### src/rtl/decode_execute_register_if.sv
`default_nettype none
// +-----------------------------------------------------------------------+
// | decode_execute_register_if                                            |
// | ID/EX stage bundle: EX handshake/flush in, latched operands/ctrl out. |
// | Revision: 1.0                                                         |
// +-----------------------------------------------------------------------+
interface decode_execute_register_if;
  logic        ex_ready_i;
  logic        flush_i;
  logic        ex_valid_o;
  logic [31:0] ex_pc_o;
  logic [31:0] ex_rs1_data_o;
  logic [31:0] ex_rs2_data_o;
  logic [31:0] ex_imm_o;
  logic [4:0]  ex_rs1_o;
  logic [4:0]  ex_rs2_o;
  logic [4:0]  ex_rd_o;
  logic [2:0]  ex_funct3_o;
  logic        ex_funct7b5_o;
  logic [6:0]  ex_opcode_o;
  logic        ex_ctrl_write_back_o;
  logic        ex_ctrl_mem_read_o;
  logic        ex_ctrl_mem_write_o;
  logic        ex_illegal_o;

  modport master (
    input  ex_ready_i, flush_i,
    output ex_valid_o, ex_pc_o, ex_rs1_data_o, ex_rs2_data_o, ex_imm_o,
           ex_rs1_o, ex_rs2_o, ex_rd_o, ex_funct3_o, ex_funct7b5_o, ex_opcode_o,
           ex_ctrl_write_back_o, ex_ctrl_mem_read_o, ex_ctrl_mem_write_o, ex_illegal_o
  );

  modport slave (
    output ex_ready_i, flush_i,
    input  ex_valid_o, ex_pc_o, ex_rs1_data_o, ex_rs2_data_o, ex_imm_o,
           ex_rs1_o, ex_rs2_o, ex_rd_o, ex_funct3_o, ex_funct7b5_o, ex_opcode_o,
           ex_ctrl_write_back_o, ex_ctrl_mem_read_o, ex_ctrl_mem_write_o, ex_illegal_o
  );
endinterface
`default_nettype wire

### src/rtl/decode_execute_register.sv
`default_nettype none
// +-----------------------------------------------------------------------+
// | decode_execute_register                                               |
// | RV32 ID decode plus ID/EX register with load-use bubble and flush.    |
// | Revision: 1.0                                                         |
// +-----------------------------------------------------------------------+
module decode_execute_register #(
  parameter int unsigned REG_ADDR_BITS   = 5,
  parameter bit          LOAD_USE_BUBBLE = 1'b1
) (
  input  wire logic        clk_i,
  input  wire logic        reset_i,
  input  wire logic        instr_valid_i,
  input  wire logic [31:0] instr_i,
  input  wire logic [31:0] pc_i,
  output logic      [4:0]  read_register_1_o,
  output logic      [4:0]  read_register_2_o,
  input  wire logic [31:0] register_data_1_i,
  input  wire logic [31:0] register_data_2_i,
  output logic             stall_o,
  decode_execute_register_if.master ex_if
);

  localparam logic [6:0] c_opc_op     = 7'b0110011;
  localparam logic [6:0] c_opc_op_imm = 7'b0010011;
  localparam logic [6:0] c_opc_load   = 7'b0000011;
  localparam logic [6:0] c_opc_store  = 7'b0100011;
  localparam logic [6:0] c_opc_branch = 7'b1100011;
  localparam logic [6:0] c_opc_lui    = 7'b0110111;
  localparam logic [6:0] c_opc_auipc  = 7'b0010111;
  localparam logic [6:0] c_opc_jal    = 7'b1101111;
  localparam logic [6:0] c_opc_jalr   = 7'b1100111;

  typedef struct packed {
    logic        valid;
    logic [31:0] pc;
    logic [31:0] rs1_data;
    logic [31:0] rs2_data;
    logic [31:0] imm;
    logic [4:0]  rs1;
    logic [4:0]  rs2;
    logic [4:0]  rd;
    logic [2:0]  funct3;
    logic        funct7b5;
    logic [6:0]  opcode;
    logic        write_back;
    logic        mem_read;
    logic        mem_write;
    logic        illegal;
  } id_ex_t;

  id_ex_t id_ex_q, id_ex_d, w_dec;
  logic   w_uses_rs1, w_uses_rs2, w_wb, w_mr, w_mw, w_ill;
  logic   w_hold, w_load_use;

  assign read_register_1_o = instr_i[19:15];
  assign read_register_2_o = instr_i[24:20];

  always_comb begin
    w_uses_rs1 = 1'b0;
    w_uses_rs2 = 1'b0;
    w_wb       = 1'b0;
    w_mr       = 1'b0;
    w_mw       = 1'b0;
    w_ill      = 1'b0;
    w_dec          = '0;
    w_dec.pc       = pc_i;
    w_dec.rs1_data = register_data_1_i;
    w_dec.rs2_data = register_data_2_i;
    w_dec.rs1      = instr_i[19:15];
    w_dec.rs2      = instr_i[24:20];
    w_dec.rd       = instr_i[11:7];
    w_dec.funct3   = instr_i[14:12];
    w_dec.funct7b5 = instr_i[30];
    w_dec.opcode   = instr_i[6:0];
    case (instr_i[6:0])
      c_opc_op: begin
        w_wb = 1'b1; w_uses_rs1 = 1'b1; w_uses_rs2 = 1'b1;
      end
      c_opc_op_imm, c_opc_jalr: begin
        w_wb = 1'b1; w_uses_rs1 = 1'b1;
        w_dec.imm = {{20{instr_i[31]}}, instr_i[31:20]};
      end
      c_opc_load: begin
        w_wb = 1'b1; w_uses_rs1 = 1'b1; w_mr = 1'b1;
        w_dec.imm = {{20{instr_i[31]}}, instr_i[31:20]};
      end
      c_opc_store: begin
        w_uses_rs1 = 1'b1; w_uses_rs2 = 1'b1; w_mw = 1'b1;
        w_dec.imm = {{20{instr_i[31]}}, instr_i[31:25], instr_i[11:7]};
      end
      c_opc_branch: begin
        w_uses_rs1 = 1'b1; w_uses_rs2 = 1'b1;
        w_dec.imm = {{19{instr_i[31]}}, instr_i[31], instr_i[7], instr_i[30:25], instr_i[11:8], 1'b0};
      end
      c_opc_lui, c_opc_auipc: begin
        w_wb = 1'b1;
        w_dec.imm = {instr_i[31:12], 12'b0};
      end
      c_opc_jal: begin
        w_wb = 1'b1;
        w_dec.imm = {{11{instr_i[31]}}, instr_i[31], instr_i[19:12], instr_i[20], instr_i[30:21], 1'b0};
      end
      default: w_ill = 1'b1;
    endcase
    // Control is gated by slot validity here so EX never sees control on a bubble.
    w_dec.valid      = instr_valid_i;
    w_dec.write_back = instr_valid_i & w_wb & (instr_i[11:7] != 5'd0);
    w_dec.mem_read   = instr_valid_i & w_mr;
    w_dec.mem_write  = instr_valid_i & w_mw;
    w_dec.illegal    = instr_valid_i & w_ill;
  end

  assign w_hold = id_ex_q.valid & ~ex_if.ex_ready_i;

  generate
    if (LOAD_USE_BUBBLE) begin : g_load_use
      logic [REG_ADDR_BITS-1:0] w_ex_rd;
      assign w_ex_rd    = id_ex_q.rd[REG_ADDR_BITS-1:0];
      assign w_load_use = instr_valid_i & id_ex_q.valid & id_ex_q.mem_read & (w_ex_rd != '0) &
                          ((w_uses_rs1 & (instr_i[15 +: REG_ADDR_BITS] == w_ex_rd)) |
                           (w_uses_rs2 & (instr_i[20 +: REG_ADDR_BITS] == w_ex_rd)));
    end else begin : g_no_load_use
      assign w_load_use = 1'b0;
    end
  endgenerate

  assign stall_o = ~ex_if.flush_i & (w_hold | w_load_use);

  always_comb begin
    id_ex_d = id_ex_q;
    if (ex_if.flush_i || (!w_hold && w_load_use)) begin
      id_ex_d.valid      = 1'b0;
      id_ex_d.write_back = 1'b0;
      id_ex_d.mem_read   = 1'b0;
      id_ex_d.mem_write  = 1'b0;
      id_ex_d.illegal    = 1'b0;
    end else if (!w_hold) begin
      id_ex_d = w_dec;
    end
  end

  always_ff @(posedge clk_i or posedge reset_i) begin
    if (reset_i) id_ex_q <= '0;
    else         id_ex_q <= id_ex_d;
  end

  assign ex_if.ex_valid_o           = id_ex_q.valid;
  assign ex_if.ex_pc_o              = id_ex_q.pc;
  assign ex_if.ex_rs1_data_o        = id_ex_q.rs1_data;
  assign ex_if.ex_rs2_data_o        = id_ex_q.rs2_data;
  assign ex_if.ex_imm_o             = id_ex_q.imm;
  assign ex_if.ex_rs1_o             = id_ex_q.rs1;
  assign ex_if.ex_rs2_o             = id_ex_q.rs2;
  assign ex_if.ex_rd_o              = id_ex_q.rd;
  assign ex_if.ex_funct3_o          = id_ex_q.funct3;
  assign ex_if.ex_funct7b5_o        = id_ex_q.funct7b5;
  assign ex_if.ex_opcode_o          = id_ex_q.opcode;
  assign ex_if.ex_ctrl_write_back_o = id_ex_q.write_back;
  assign ex_if.ex_ctrl_mem_read_o   = id_ex_q.mem_read;
  assign ex_if.ex_ctrl_mem_write_o  = id_ex_q.mem_write;
  assign ex_if.ex_illegal_o         = id_ex_q.illegal;

endmodule
`default_nettype wire

### src/flat_wrapper.sv
// flat-port wrapper written by rule: the top's interface ports become plain ports
module decode_execute_register_flat 
#(
  parameter int unsigned REG_ADDR_BITS   = 5,
  parameter bit          LOAD_USE_BUBBLE = 1'b1
)
  (clk_i, reset_i, instr_valid_i, instr_i, pc_i, read_register_1_o, read_register_2_o, register_data_1_i, register_data_2_i, stall_o, ex_if_ex_ready_i, ex_if_flush_i, ex_if_ex_valid_o, ex_if_ex_pc_o, ex_if_ex_rs1_data_o, ex_if_ex_rs2_data_o, ex_if_ex_imm_o, ex_if_ex_rs1_o, ex_if_ex_rs2_o, ex_if_ex_rd_o, ex_if_ex_funct3_o, ex_if_ex_funct7b5_o, ex_if_ex_opcode_o, ex_if_ex_ctrl_write_back_o, ex_if_ex_ctrl_mem_read_o, ex_if_ex_ctrl_mem_write_o, ex_if_ex_illegal_o);
  decode_execute_register_if ex_if_i ();
  input  wire logic clk_i;
  input  wire logic reset_i;
  input  wire logic instr_valid_i;
  input  wire logic [31:0] instr_i;
  input  wire logic [31:0] pc_i;
  output logic      [4:0] read_register_1_o;
  output logic      [4:0] read_register_2_o;
  input  wire logic [31:0] register_data_1_i;
  input  wire logic [31:0] register_data_2_i;
  output logic stall_o;
  input wire logic [$bits(ex_if_i.ex_ready_i)-1:0] ex_if_ex_ready_i;
  input wire logic [$bits(ex_if_i.flush_i)-1:0] ex_if_flush_i;
  output wire logic [$bits(ex_if_i.ex_valid_o)-1:0] ex_if_ex_valid_o;
  output wire logic [$bits(ex_if_i.ex_pc_o)-1:0] ex_if_ex_pc_o;
  output wire logic [$bits(ex_if_i.ex_rs1_data_o)-1:0] ex_if_ex_rs1_data_o;
  output wire logic [$bits(ex_if_i.ex_rs2_data_o)-1:0] ex_if_ex_rs2_data_o;
  output wire logic [$bits(ex_if_i.ex_imm_o)-1:0] ex_if_ex_imm_o;
  output wire logic [$bits(ex_if_i.ex_rs1_o)-1:0] ex_if_ex_rs1_o;
  output wire logic [$bits(ex_if_i.ex_rs2_o)-1:0] ex_if_ex_rs2_o;
  output wire logic [$bits(ex_if_i.ex_rd_o)-1:0] ex_if_ex_rd_o;
  output wire logic [$bits(ex_if_i.ex_funct3_o)-1:0] ex_if_ex_funct3_o;
  output wire logic [$bits(ex_if_i.ex_funct7b5_o)-1:0] ex_if_ex_funct7b5_o;
  output wire logic [$bits(ex_if_i.ex_opcode_o)-1:0] ex_if_ex_opcode_o;
  output wire logic [$bits(ex_if_i.ex_ctrl_write_back_o)-1:0] ex_if_ex_ctrl_write_back_o;
  output wire logic [$bits(ex_if_i.ex_ctrl_mem_read_o)-1:0] ex_if_ex_ctrl_mem_read_o;
  output wire logic [$bits(ex_if_i.ex_ctrl_mem_write_o)-1:0] ex_if_ex_ctrl_mem_write_o;
  output wire logic [$bits(ex_if_i.ex_illegal_o)-1:0] ex_if_ex_illegal_o;
  assign ex_if_i.ex_ready_i = ex_if_ex_ready_i;
  assign ex_if_i.flush_i = ex_if_flush_i;
  assign ex_if_ex_valid_o = ex_if_i.ex_valid_o;
  assign ex_if_ex_pc_o = ex_if_i.ex_pc_o;
  assign ex_if_ex_rs1_data_o = ex_if_i.ex_rs1_data_o;
  assign ex_if_ex_rs2_data_o = ex_if_i.ex_rs2_data_o;
  assign ex_if_ex_imm_o = ex_if_i.ex_imm_o;
  assign ex_if_ex_rs1_o = ex_if_i.ex_rs1_o;
  assign ex_if_ex_rs2_o = ex_if_i.ex_rs2_o;
  assign ex_if_ex_rd_o = ex_if_i.ex_rd_o;
  assign ex_if_ex_funct3_o = ex_if_i.ex_funct3_o;
  assign ex_if_ex_funct7b5_o = ex_if_i.ex_funct7b5_o;
  assign ex_if_ex_opcode_o = ex_if_i.ex_opcode_o;
  assign ex_if_ex_ctrl_write_back_o = ex_if_i.ex_ctrl_write_back_o;
  assign ex_if_ex_ctrl_mem_read_o = ex_if_i.ex_ctrl_mem_read_o;
  assign ex_if_ex_ctrl_mem_write_o = ex_if_i.ex_ctrl_mem_write_o;
  assign ex_if_ex_illegal_o = ex_if_i.ex_illegal_o;
  decode_execute_register #(.REG_ADDR_BITS(REG_ADDR_BITS), .LOAD_USE_BUBBLE(LOAD_USE_BUBBLE)) u_core (.clk_i(clk_i), .reset_i(reset_i), .instr_valid_i(instr_valid_i), .instr_i(instr_i), .pc_i(pc_i), .read_register_1_o(read_register_1_o), .read_register_2_o(read_register_2_o), .register_data_1_i(register_data_1_i), .register_data_2_i(register_data_2_i), .stall_o(stall_o), .ex_if(ex_if_i));
endmodule
### config.mk
export PLATFORM = sky130hd
export DESIGN_NAME = decode_execute_register_flat
export DESIGN_NICKNAME = d
export VERILOG_FILES = /design/src/rtl/decode_execute_register_if.sv /design/src/rtl/decode_execute_register.sv /design/src/flat_wrapper.sv
export SDC_FILE = /design/constraint.sdc
export NUM_CORES = 1
export LEC_CHECK = 0
export ABC_AREA = 1
export CORE_ASPECT_RATIO = 0.6
export CORE_MARGIN = 2
export CORE_UTILIZATION = 26
export CTS_CLUSTER_DIAMETER = 120
export DETAILED_ROUTE_END_ITERATION = 10
export HOLD_SLACK_MARGIN = 0.05
export PLACE_DENSITY = 0.54
export SLEW_MARGIN = 20
export SYNTH_ARGS = -nofsm -noshare
export SYNTH_HDL_FRONTEND = slang
export SYNTH_SLANG_ARGS = --single-unit
### constraint.sdc
create_clock -name clk_i -period 6.9 [get_ports clk_i]
set_input_delay 1.38 -clock clk_i [delete_from_list [all_inputs] [get_ports clk_i]]
set_output_delay 1.38 -clock clk_i [all_outputs]
set_load 0.05 [all_outputs]
==> impl_results.md, run 1 <==
- Status: finished clean
- Chip width: 223 um
- H-tree depth: 4
- Data required time of the worst path: 5520 ps
- Diode count: 0
- Syn avg cell area: 8.18 um^2
- Setup-failing EPs final: 0
- CTS max path bufs: 2
- Max-Cap Viols: 0
- Slowest stage delay, CP: about 900 ps
- Num CTS Buffers: 17
- Combinational family with the most area after synthesis: simple AND/OR/NAND/NOR gates
- Post-synthesis sequential area ratio: 53.0%
- Chip height: 136 um
- Setup crit end: stall_o
- Reg2reg path depth: 13
- Main flop type after synthesis: dfrtp_1
- FF-to-FF End: u_core.ex_if.ex_pc_o[13]$_DFFE_PP0P_
- Synth Area in Compound Gates: 0.566%
- Slew Viols, Final: 0
- Port Buffers: 302
- Commonest non-fill, non-tap cells in the layout: 375 x nand2_1, 302 x clkdlybuf4s50_1, 165 x nand4_1, 159 x dfrtp_1, 58 x nand3_1
- CP startpoint: instr_i[1]
- Post-synthesis cell area: 0.00751 mm^2
- CP Launch Type: input pin
- Routed wire length: 28500 um
- Synth area leaders: dfrtp_1 53%, nand2_1 19%, nand4_1 14%
- Starting density of the core: 26.3%
- Final Cycle Share: 80.0%
- Endpoints failing hold: 0
- Clock sink total: between 150 and 200
- ANT nets after route: 0
- Area Growth Syn to Fin: 51.3%
- Most common cell after layout, fill and taps aside: nand2_1
- Dominant cell type by area after synthesis: dfrtp_1
- Pwr Density: ~260 mW/mm^2
- Drt initial violations: 430
- Drt wl/cell: 18.3 um
- Root Buffer: clkbuf_16
- Post-layout util: 39.8%
- Initial antenna violation count: 1
- Cts-stage hold buffer count: 0
- Max_slew headroom: 30.1%
- Pin count of the biggest net entering global routing: 96
- Residual DRC: 0
- Fillers: just under 3000
- GRT Util Overall: 18.7%
- Measured slew at the worst slew-check pin: 1050 ps
- Worst-path fanout max: 22
- Yosys warnings: 0
- Multiplexer area fraction after synthesis: 0%
- Synth top area share: 53.0%
- Yosys cell types: 24
- Vias: 7461
- Syn nets: 1052
- Layout cells sized above 1: 5.00%
- Worst vdd ir: 0.149 mV
- RSZ-0062 raised after global routing: false
- CORE AREA: 0.0286 mm^2
- Worst-path clk slew: 60 ps
- Worst slack, placed: 1390 ps
- Placed cells: 1523
- Post-CTS sizing: 0
- Worst min path class: reg -> reg
- Fin cells: 1555
- Synth Area in Simple Gates: 38.8%
- Worst r2r src: u_core.ex_if.ex_rd_o[0]$_DFFE_PP0P_
- Congestion Overflow GR: 0
- Flops & latches, synth: 159
- Final Skew: 8.08 ps
- Synthesized instance count: between 900 and 1000
- XOR/XNOR Fraction of Synth Area: 0.699%
- Vias per std cell: 4.80
- Crit Path Category: in -> out
- NumNets Final: 1300
- Worst hold stages: 2
- Setup crit end kind: output pin
- Number of global-route vias before repair: 7150
- Global-route wire length before repair: ~43000 um
- Post-synth EDFFs: 0
- CP cell instances: clkdlybuf4s50_1 > nand2_1 > nor2_2 > buf_4 > nand2_1 > nand2_1 > nor2_1 > nor2_1 > nand2_4 > a21oi_1 > clkdlybuf4s50_1
- Reg2reg setup slack: 3750 ps
- Setup Buffers After CTS: 0
- Leak: roughly 5.4 nW
- HPWL Detailed: 19300 um
- Fmax: 0.181 GHz
- First drt pass iteration count: 5
- Tmin final: 5520 ps
- TritonCTS clock tree: done
- Ys async rst share: 100%
- Adder-Cell Fraction of Synth Area: 0%
- Fin Setup TNS: 0 ps
- # IOs: 303
- Most frequent cell on the critical path: nand2_1
- Worst path arrival time: 4140 ps
- Worst-skew pair later-pin latency: 440 ps
- # rows: 48
- GPL Wtd Cong: approximately 0.87
- Critical path's slowest cell: clkdlybuf4s50_1
- DIE AREA: between 0.03 and 0.04 mm^2
- PnR worst setup slack: 1380 ps
[area by class of cell]
| type | instances | area, um^2 | share of cell area [%] |
|---|---|---|---|
| well taps | 375 | 469 | 4.13 |
| multi-input cells | 650 | 3030 | 26.6 |
| flip-flops and latches | 159 | 3980 | 35.0 |
| inverters | 25 | 106 | 0.936 |
| clock buffers | 20 | 467 | 4.11 |
| repair buffers | 314 | 3110 | 27.4 |
| clock inverters | 12 | 204 | 1.79 |
[worst min path at each step]
stage                                               start                                          to  slack (ps)
6_report       u_core.ex_if.ex_rs1_data_o[19]$_DFFE_PP0P_  u_core.ex_if.ex_rs1_data_o[19]$_DFFE_PP0P_         470
5_1_grt              u_core.ex_if.ex_rs1_o[2]$_DFFE_PP0P_        u_core.ex_if.ex_rs1_o[2]$_DFFE_PP0P_         490
4_1_cts        u_core.ex_if.ex_rs1_data_o[19]$_DFFE_PP0P_  u_core.ex_if.ex_rs1_data_o[19]$_DFFE_PP0P_         470
3_5_place_dp   u_core.ex_if.ex_rs1_data_o[19]$_DFFE_PP0P_  u_core.ex_if.ex_rs1_data_o[19]$_DFFE_PP0P_         460
3_3_place_gp   u_core.ex_if.ex_rs1_data_o[19]$_DFFE_PP0P_  u_core.ex_if.ex_rs1_data_o[19]$_DFFE_PP0P_         450
2_1_floorplan         u_core.ex_if.ex_pc_o[0]$_DFFE_PP0P_         u_core.ex_if.ex_pc_o[0]$_DFFE_PP0P_         750
[cells by family (layout without fill, tap and decap cells)]
kind of cell | after synthesis | count (layout)
buffers and inverters | 110 | 371
DFF | 159 | 159
AOI/OAI and AO/OA | 8 | 8
xor gates and xnor gates | 6 | 6
and+or+nand+nor | 636 | 636
[state kept, by name, summed over array words and instances, names as in the netlist]
signal                             count
u_core.ex_if.ex_imm_o                 32
u_core.ex_if.ex_pc_o                  32
u_core.ex_if.ex_rs1_data_o            32
u_core.ex_if.ex_rs2_data_o            32
u_core.ex_if.ex_opcode_o               7
u_core.ex_if.ex_rd_o                   5
u_core.ex_if.ex_rs1_o                  5
u_core.ex_if.ex_rs2_o                  5
u_core.ex_if.ex_funct3_o               3
u_core.ex_if.ex_ctrl_mem_read_o        1
u_core.ex_if.ex_ctrl_mem_write_o       1
u_core.ex_if.ex_ctrl_write_back_o      1
u_core.ex_if.ex_funct7b5_o             1
u_core.ex_if.ex_illegal_o              1
u_core.ex_if.ex_valid_o                1
[layer usage]
| metal | GRT usage, % | vias to the layer above | wire (um) |
|---|---|---|---|
| li1 | - | 3591 | - |
| met1 | 26.0 | 3557 | 13200 |
| met2 | 26.4 | 292 | 11900 |
| met3 | 7.85 | 19 | 2920 |
| met4 | 5.15 | 2 | 379 |
| met5 | 0 | - | 11 |
[power by group]
| part | switching, W | internal [W] | total, W |
|---|---|---|---|
| clock network | 0.000410 | 0.000674 | 0.00108 |
| registers | 0.0000564 | 0.00102 | 0.00108 |
| logic | 0.000566 | 0.000282 | 0.000848 |
[cell usage after synthesis (2+ instances only)]
library cell and instances:
xnor2_1 3, inv_1 21, nand3_1 59, buf_4 11, buf_2 17, nor2_1 26, nand2_4 2, a21oi_1 2
o21ai_0 5, inv_2 3, nor3_1 2, nand2_1 376, buf_1 5, nand2_2 2, clkbuf_1 45, xor2_1 3
nor2_2 2, buf_6 7, dfrtp_1 159, nand4_1 165
[through the flow]
step | cell area, um^2 | total power, W | hold slack, ps
finish | 11400 | 0.00301 | 467
global route | 11400 | 0.00314 | 485
CTS | 11400 | 0.00305 | 472
detailed placement | 10700 | 0.00195 | 457
global placement | 10700 | 0.00195 | 454
floorplan | 7510 | 0.00160 | 750
[worst max-delay path, delay by kind of cell]
kind | cells | cell delay (ps)
and+or+nand+nor | 7 | 960
buffers and inverters | 3 | 1660
AOI/OAI and AO/OA | 1 | 130
(Power assumes the default switching activity.)
==> inputs of run 2 (changes only) <==
==> constraint.sdc (replaced) <==
create_clock -name clk_i -period 5.2 [get_ports clk_i]
set_input_delay 1.04 -clock clk_i [delete_from_list [all_inputs] [get_ports clk_i]]
set_output_delay 1.04 -clock clk_i [all_outputs]
set_load 0.05 [all_outputs]
==> run 2 against run 1 <==
Against the previous run:
- combinational power is 33% higher
- clock power is 29% higher
- count of clock-buffer cells in the layout is the same
- clock skew is 1.5 ps higher
- sequential share of layout area down 0.23 points
- critical path depth shrank 1
- sequential power increased by 32%
- largest power group unchanged
==> impl_results.md, run 2 (synthesis gave the netlist of run 1 again) <==
- Post-CTS sizing: 0
- Area Growth Syn to Fin: 52.3%
- Status: finished clean
- Tmin final: 4360 ps
- TritonCTS clock tree: done
- Starting density of the core: 26.3%
- Pwr Density: 346 mW/mm^2
- Root Buffer: clkbuf_16
- HPWL Detailed: 20100 um
- Footprint of the multi-input gates: a little over 0.003 mm^2
- WL met3: 2880 um
- M1 WL: 14000 um
- Setup Buffers After CTS: 0
- Clock sink total: approximately 160
- Chip width: 223 um
- Layout cells sized above 1: 5.08%
- GPL Wtd Cong: 0.849
- Num CTS Buffers: 17
- CTS max path bufs: 2
- Most frequent cell on the critical path: nand2_1
- Worst vdd ir: 0.201 mV
- Met2 Routed Length: between 10000 and 15000 um
- Slew Viols, Final: 0
- NumNets Final: 1304
- Worst path arrival time: 3320 ps
- Initial antenna violation count: 2
- Setup-failing EPs final: 0
- First drt pass iteration count: 6
- Final Cycle Share: 83.9%
- Measured slew at the worst slew-check pin: 1020 ps
- Pin count of the biggest net entering global routing: 100
- Endpoints failing hold: 0
- Worst-skew pair later-pin latency: 440 ps
- Fillers: 2887
- Vias per std cell: 4.88
- Crit Path Category: in -> out
- # rows: 48
- Fin Hold WS: 468 ps
- RSZ-0062 raised after global routing: false
- Leak: 5.46 nW
- Commonest non-fill, non-tap cells in the layout: 375 x nand2_1, 301 x clkdlybuf4s50_1, 165 x nand4_1, 159 x dfrtp_1, 58 x nand3_1
- Post-route cell area: 0.0114 mm^2
- # IOs: 303
- Vias: 7613
- Setup crit end kind: output pin
- Congestion Overflow GR: 0
- Most common cell after layout, fill and taps aside: nand2_1
- Drt wl/cell: 18.9 um
- CP Launch Type: input pin
- Worst-path fanout max: 6
- Number of global-route vias before repair: roughly 7300
- Register area: 0.00398 mm^2
- CP cell instances: clkdlybuf4s50_1 > nand2_1 > nor2_2 > nand2_1 > nand2_1 > nor2_1 > nor2_1 > nand2_4 > a21oi_1 > buf_12
- Critical path's slowest cell: clkdlybuf4s50_1
- Top sig layer: met4
- H-tree depth: 4
- Fmax: 0.229 GHz
- GRT Util Overall: 19.3%
- Fin Setup TNS: 0 ps
- ANT nets after route: 0
- Placed inst area: 0.0108 mm^2
- Max_slew headroom: a little under a third
- Cts-stage hold buffer count: 0
- CORE AREA: 0.0286 mm^2
- Global-route wire length before repair: 44300 um
- Worst-path clk slew: 60 ps
- Drt initial violations: 568
- Data required time of the worst path: about 4200 ps
- Port Buffers: 302
- Routed wire length: between 20000 and 30000 um
- Chip height: 136 um
- Slowest stage delay, CP: 480 ps
- Max-Cap Viols: 0
- Final Skew: 9.56 ps
- Worst min path class: reg -> reg
- Residual DRC: 0
- DIE AREA: 0.0303 mm^2
==> run 2: changes by cell type in the layout (fill, tap and decap cells not counted) <==
cell             before  now
buf_12                0    5
buf_16                0    1
buf_4                12   11
clkbuf_1              0    2
clkbuf_8              3    1
clkdlybuf4s50_1     302  301
clkinv_2              2    1
clkinv_4              3    2
clkinvlp_4            0    3
diode_2               0    2
inv_4                 1    2
inv_6                 4    0
==> run 2: path summary, 6_finish.rpt <==
| kind | slack [ps] | from | end | cells past startpoint |
|---|---|---|---|---|
| min in group asynchronous | 1160 | reset_i | u_core.ex_if.ex_pc_o[25]$_DFFE_PP0P_ | 2 |
| max in group asynchronous | 3040 | reset_i | u_core.ex_if.ex_imm_o[26]$_DFFE_PP0P_ | 3 |
| setup reg to reg | 2350 | u_core.ex_if.ex_rd_o[2]$_DFFE_PP0P_ | u_core.ex_if.ex_pc_o[17]$_DFFE_PP0P_ | 11 |
| hold / removal | 470 | u_core.ex_if.ex_rs1_data_o[22]$_DFFE_PP0P_ | u_core.ex_if.ex_rs1_data_o[22]$_DFFE_PP0P_ | 2 |
| setup / recovery | 840 | instr_i[1] | stall_o | 10 |
| hold reg to reg | 470 | u_core.ex_if.ex_rs1_data_o[22]$_DFFE_PP0P_ | u_core.ex_if.ex_rs1_data_o[22]$_DFFE_PP0P_ | 2 |
==> run 2: metrics by stage <==
| stage | utilization (%) | total power (W) | cells | worst slack, ps |
|---|---|---|---|---|
| global placement | 37.7 | 0.00259 | 1526 | 875 |
| CTS | 39.9 | 0.00402 | 1556 | 860 |
| global route | 40.0 | 0.00413 | 1557 | 685 |
| finish | 40.0 | 0.00396 | 1559 | 835 |
| floorplan | - | 0.00212 | 919 | 1440 |
| detailed placement | 37.7 | 0.00260 | 1526 | 864 |
==> run 2: layout make-up <==
cell class / instances / share of cell area, %
antenna: 2 / 0.0437
clock buffer: 20 / 3.90
clock inverter: 10 / 1.64
inverter: 25 / 0.897
multi-input combinational: 650 / 26.5
sequential: 159 / 34.8
tap: 375 / 4.10
timing repair buffer: 318 / 28.2
==> run 2: power breakdown <==
part	internal (W)	total, W	switching, W	leakage [nW]
clock	0.000860	0.00139	0.000534	0.302
sequential	0.00136	0.00143	0.0000771	2.00
combinational	0.000381	0.00113	0.000753	3.15
total	0.00260	0.00396	0.00136	5.46
==> run 2: worst max-delay path: cells and delay by family <==
| kind | cells | cell delay [ps] |
|---|---|---|
| AOI/OAI and AO/OA | 1 | 420 |
| buffers and inverters | 2 | 690 |
| and+or+nand+nor | 7 | 1170 |
==> run 2: per-layer routing <==
metal / up-vias / global-route usage [%]
met3: 14 / 7.11
li1: 3594 / -
met4: 0 / 5.04
met2: 340 / 27.1
met1: 3665 / 27.7
met5: - / 0
==> RTL change, RTL diff (config.mk and constraints of run 2) <==
`REG_ADDR_BITS` is set to 5 in 2 places; all go to 4.
--- a/src/rtl/decode_execute_register.sv
+++ b/src/rtl/decode_execute_register.sv
@@ -6,5 +6,5 @@
 // +-----------------------------------------------------------------------+
 module decode_execute_register #(
-  parameter int unsigned REG_ADDR_BITS   = 5,
+  parameter int unsigned REG_ADDR_BITS   = 4,
   parameter bit          LOAD_USE_BUBBLE = 1'b1
 ) (
--- a/src/flat_wrapper.sv
+++ b/src/flat_wrapper.sv
@@ -2,5 +2,5 @@
 module decode_execute_register_flat 
 #(
-  parameter int unsigned REG_ADDR_BITS   = 5,
+  parameter int unsigned REG_ADDR_BITS   = 4,
   parameter bit          LOAD_USE_BUBBLE = 1'b1
 )
Formal check against the unedited RTL: not equivalent (a bounded check fails within 4 cycles, from zero or initial values and one cycle with reset_i high).
==> RTL change against run 2 <==
Total power down 2.8%; synthesized cell count rose by 0.76%; cell area is 0.68% lower; routed wire length shrank 3.9%; setup slack improved by 50 ps; die area about the same; sequential cell count did not move; synthesized area about the same.
==> RTL change: results <==
{
  "status": "completed",
  "crit_path_max_fanout": 43,
  "place_ws_ps": 918,
  "ys_warn_count": 0,
  "dpl.hpwl_um": 19200,
  "met3_length_um": 2480,
  "wirelength_met1_um": 14100,
  "relSlewSlack_pct": 37.6,
  "dpl_cell_area_um2": 10700,
  "top_layer": "met5",
  "totalWireLength_um": 28400,
  "netlist_instances": 926,
  "synth_cell_types": 22,
  "drtIter0Drc": 605,
  "drive_gt1_share_pct": 4.72,
  "cts_buffers": 17,
  "grt_max_degree": 160,
  "fin_cells": 1561,
  "grt_usage_pct": 18.6,
  "routed-wl-met2_um": 11500,
  "place_congestion": 0.868,
  "met2_usage_pct": 24.4,
  "postSynthNetCount": 1059,
  "reg2reg_depth": 9,
  "cp_slowest_cell": "clkdlybuf4s50_1",
  "dp.cells": 1528,
  "cts-htree-levels": 4,
  "yosysSeqAreaShare_pct": 52.9,
  "p_leak_nw": 5.49,
  "diodes": 0,
  "hold_path_depth": 2,
  "antenna_found_initial": 1,
  "ir_worst_vdd_mv": 0.162,
  "synth_common_cells": "nand2_1 (391), dfrtp_1 (159), nand4_1 (159), nand3_1 (55), clkbuf_1 (40)",
  "globalRouteMet1Util_pct": 28.6,
  "use_met3_pct": 6.03,
  "vias": 7495,
  "fin_nets": 1306,
  "crit_family": "buffers and inverters",
  "synthTopCellsByArea": "dfrtp_1 (53%), nand2_1 (20%), nand4_1 (13%)",
  "arrival_ps": 3270,
  "grt_pass1_wl_um": 43100,
  "grt_pass1_vias": 6985,
  "firstDrtPassIters": 5
}
[RTL change: cell type report]
cell class              count  area, um^2
flip-flops and latches    159        3980
multi-input cells         655        3030
repair buffers            312        3170
clock buffers              20         467
inverters                  28         119
clock inverters            12         133
well taps                 375         469
fillers                  2917       17200
[RTL change: path summary, 6_finish.rpt]
check / slack [ps] / end / from
worst max-delay path: 890 / stall_o / instr_i[1]
worst min-delay path: 470 / u_core.ex_if.ex_imm_o[11]$_DFFE_PP0P_ / u_core.ex_if.ex_imm_o[11]$_DFFE_PP0P_
worst max register to register: 2280 / u_core.ex_if.ex_rs2_o[3]$_DFFE_PP0P_ / u_core.ex_if.ex_rd_o[1]$_DFFE_PP0P_
worst min register to register: 470 / u_core.ex_if.ex_imm_o[11]$_DFFE_PP0P_ / u_core.ex_if.ex_imm_o[11]$_DFFE_PP0P_
max in group asynchronous: 3270 / u_core.ex_if.ex_rs2_o[4]$_DFFE_PP0P_ / reset_i
min in group asynchronous: 1220 / u_core.ex_if.ex_rs1_data_o[29]$_DFFE_PP0P_ / reset_i
[RTL change: power breakdown]
part           switching [mW]  leakage (nW)  internal (mW)  total [mW]
Sequential             0.0742          2.00           1.36        1.43
Clock                   0.549         0.289          0.748        1.30
Combinational           0.748          3.20          0.377        1.12
Total                    1.37          5.49           2.48        3.85
[RTL change: logic make-up (layout without fill, tap and decap cells)]
| logic type | Yosys count | in the layout | share of synthesized area, % |
|---|---|---|---|
| AND/OR/NAND/NOR | 648 | 648 | 39.2 |
| flip-flops | 159 | 159 | 52.9 |
| buffers and inverters | 112 | 372 | 7.20 |
| XOR/XNOR | 4 | 4 | 0.466 |
| AO/OA/AOI/OAI | 3 | 3 | 0.233 |
[RTL change: tightest hold or removal path, cell delays in order, from the launching register on]
cell and delay (ps):
dfrtp_1 340, nand2_1 50, nand2_1 40
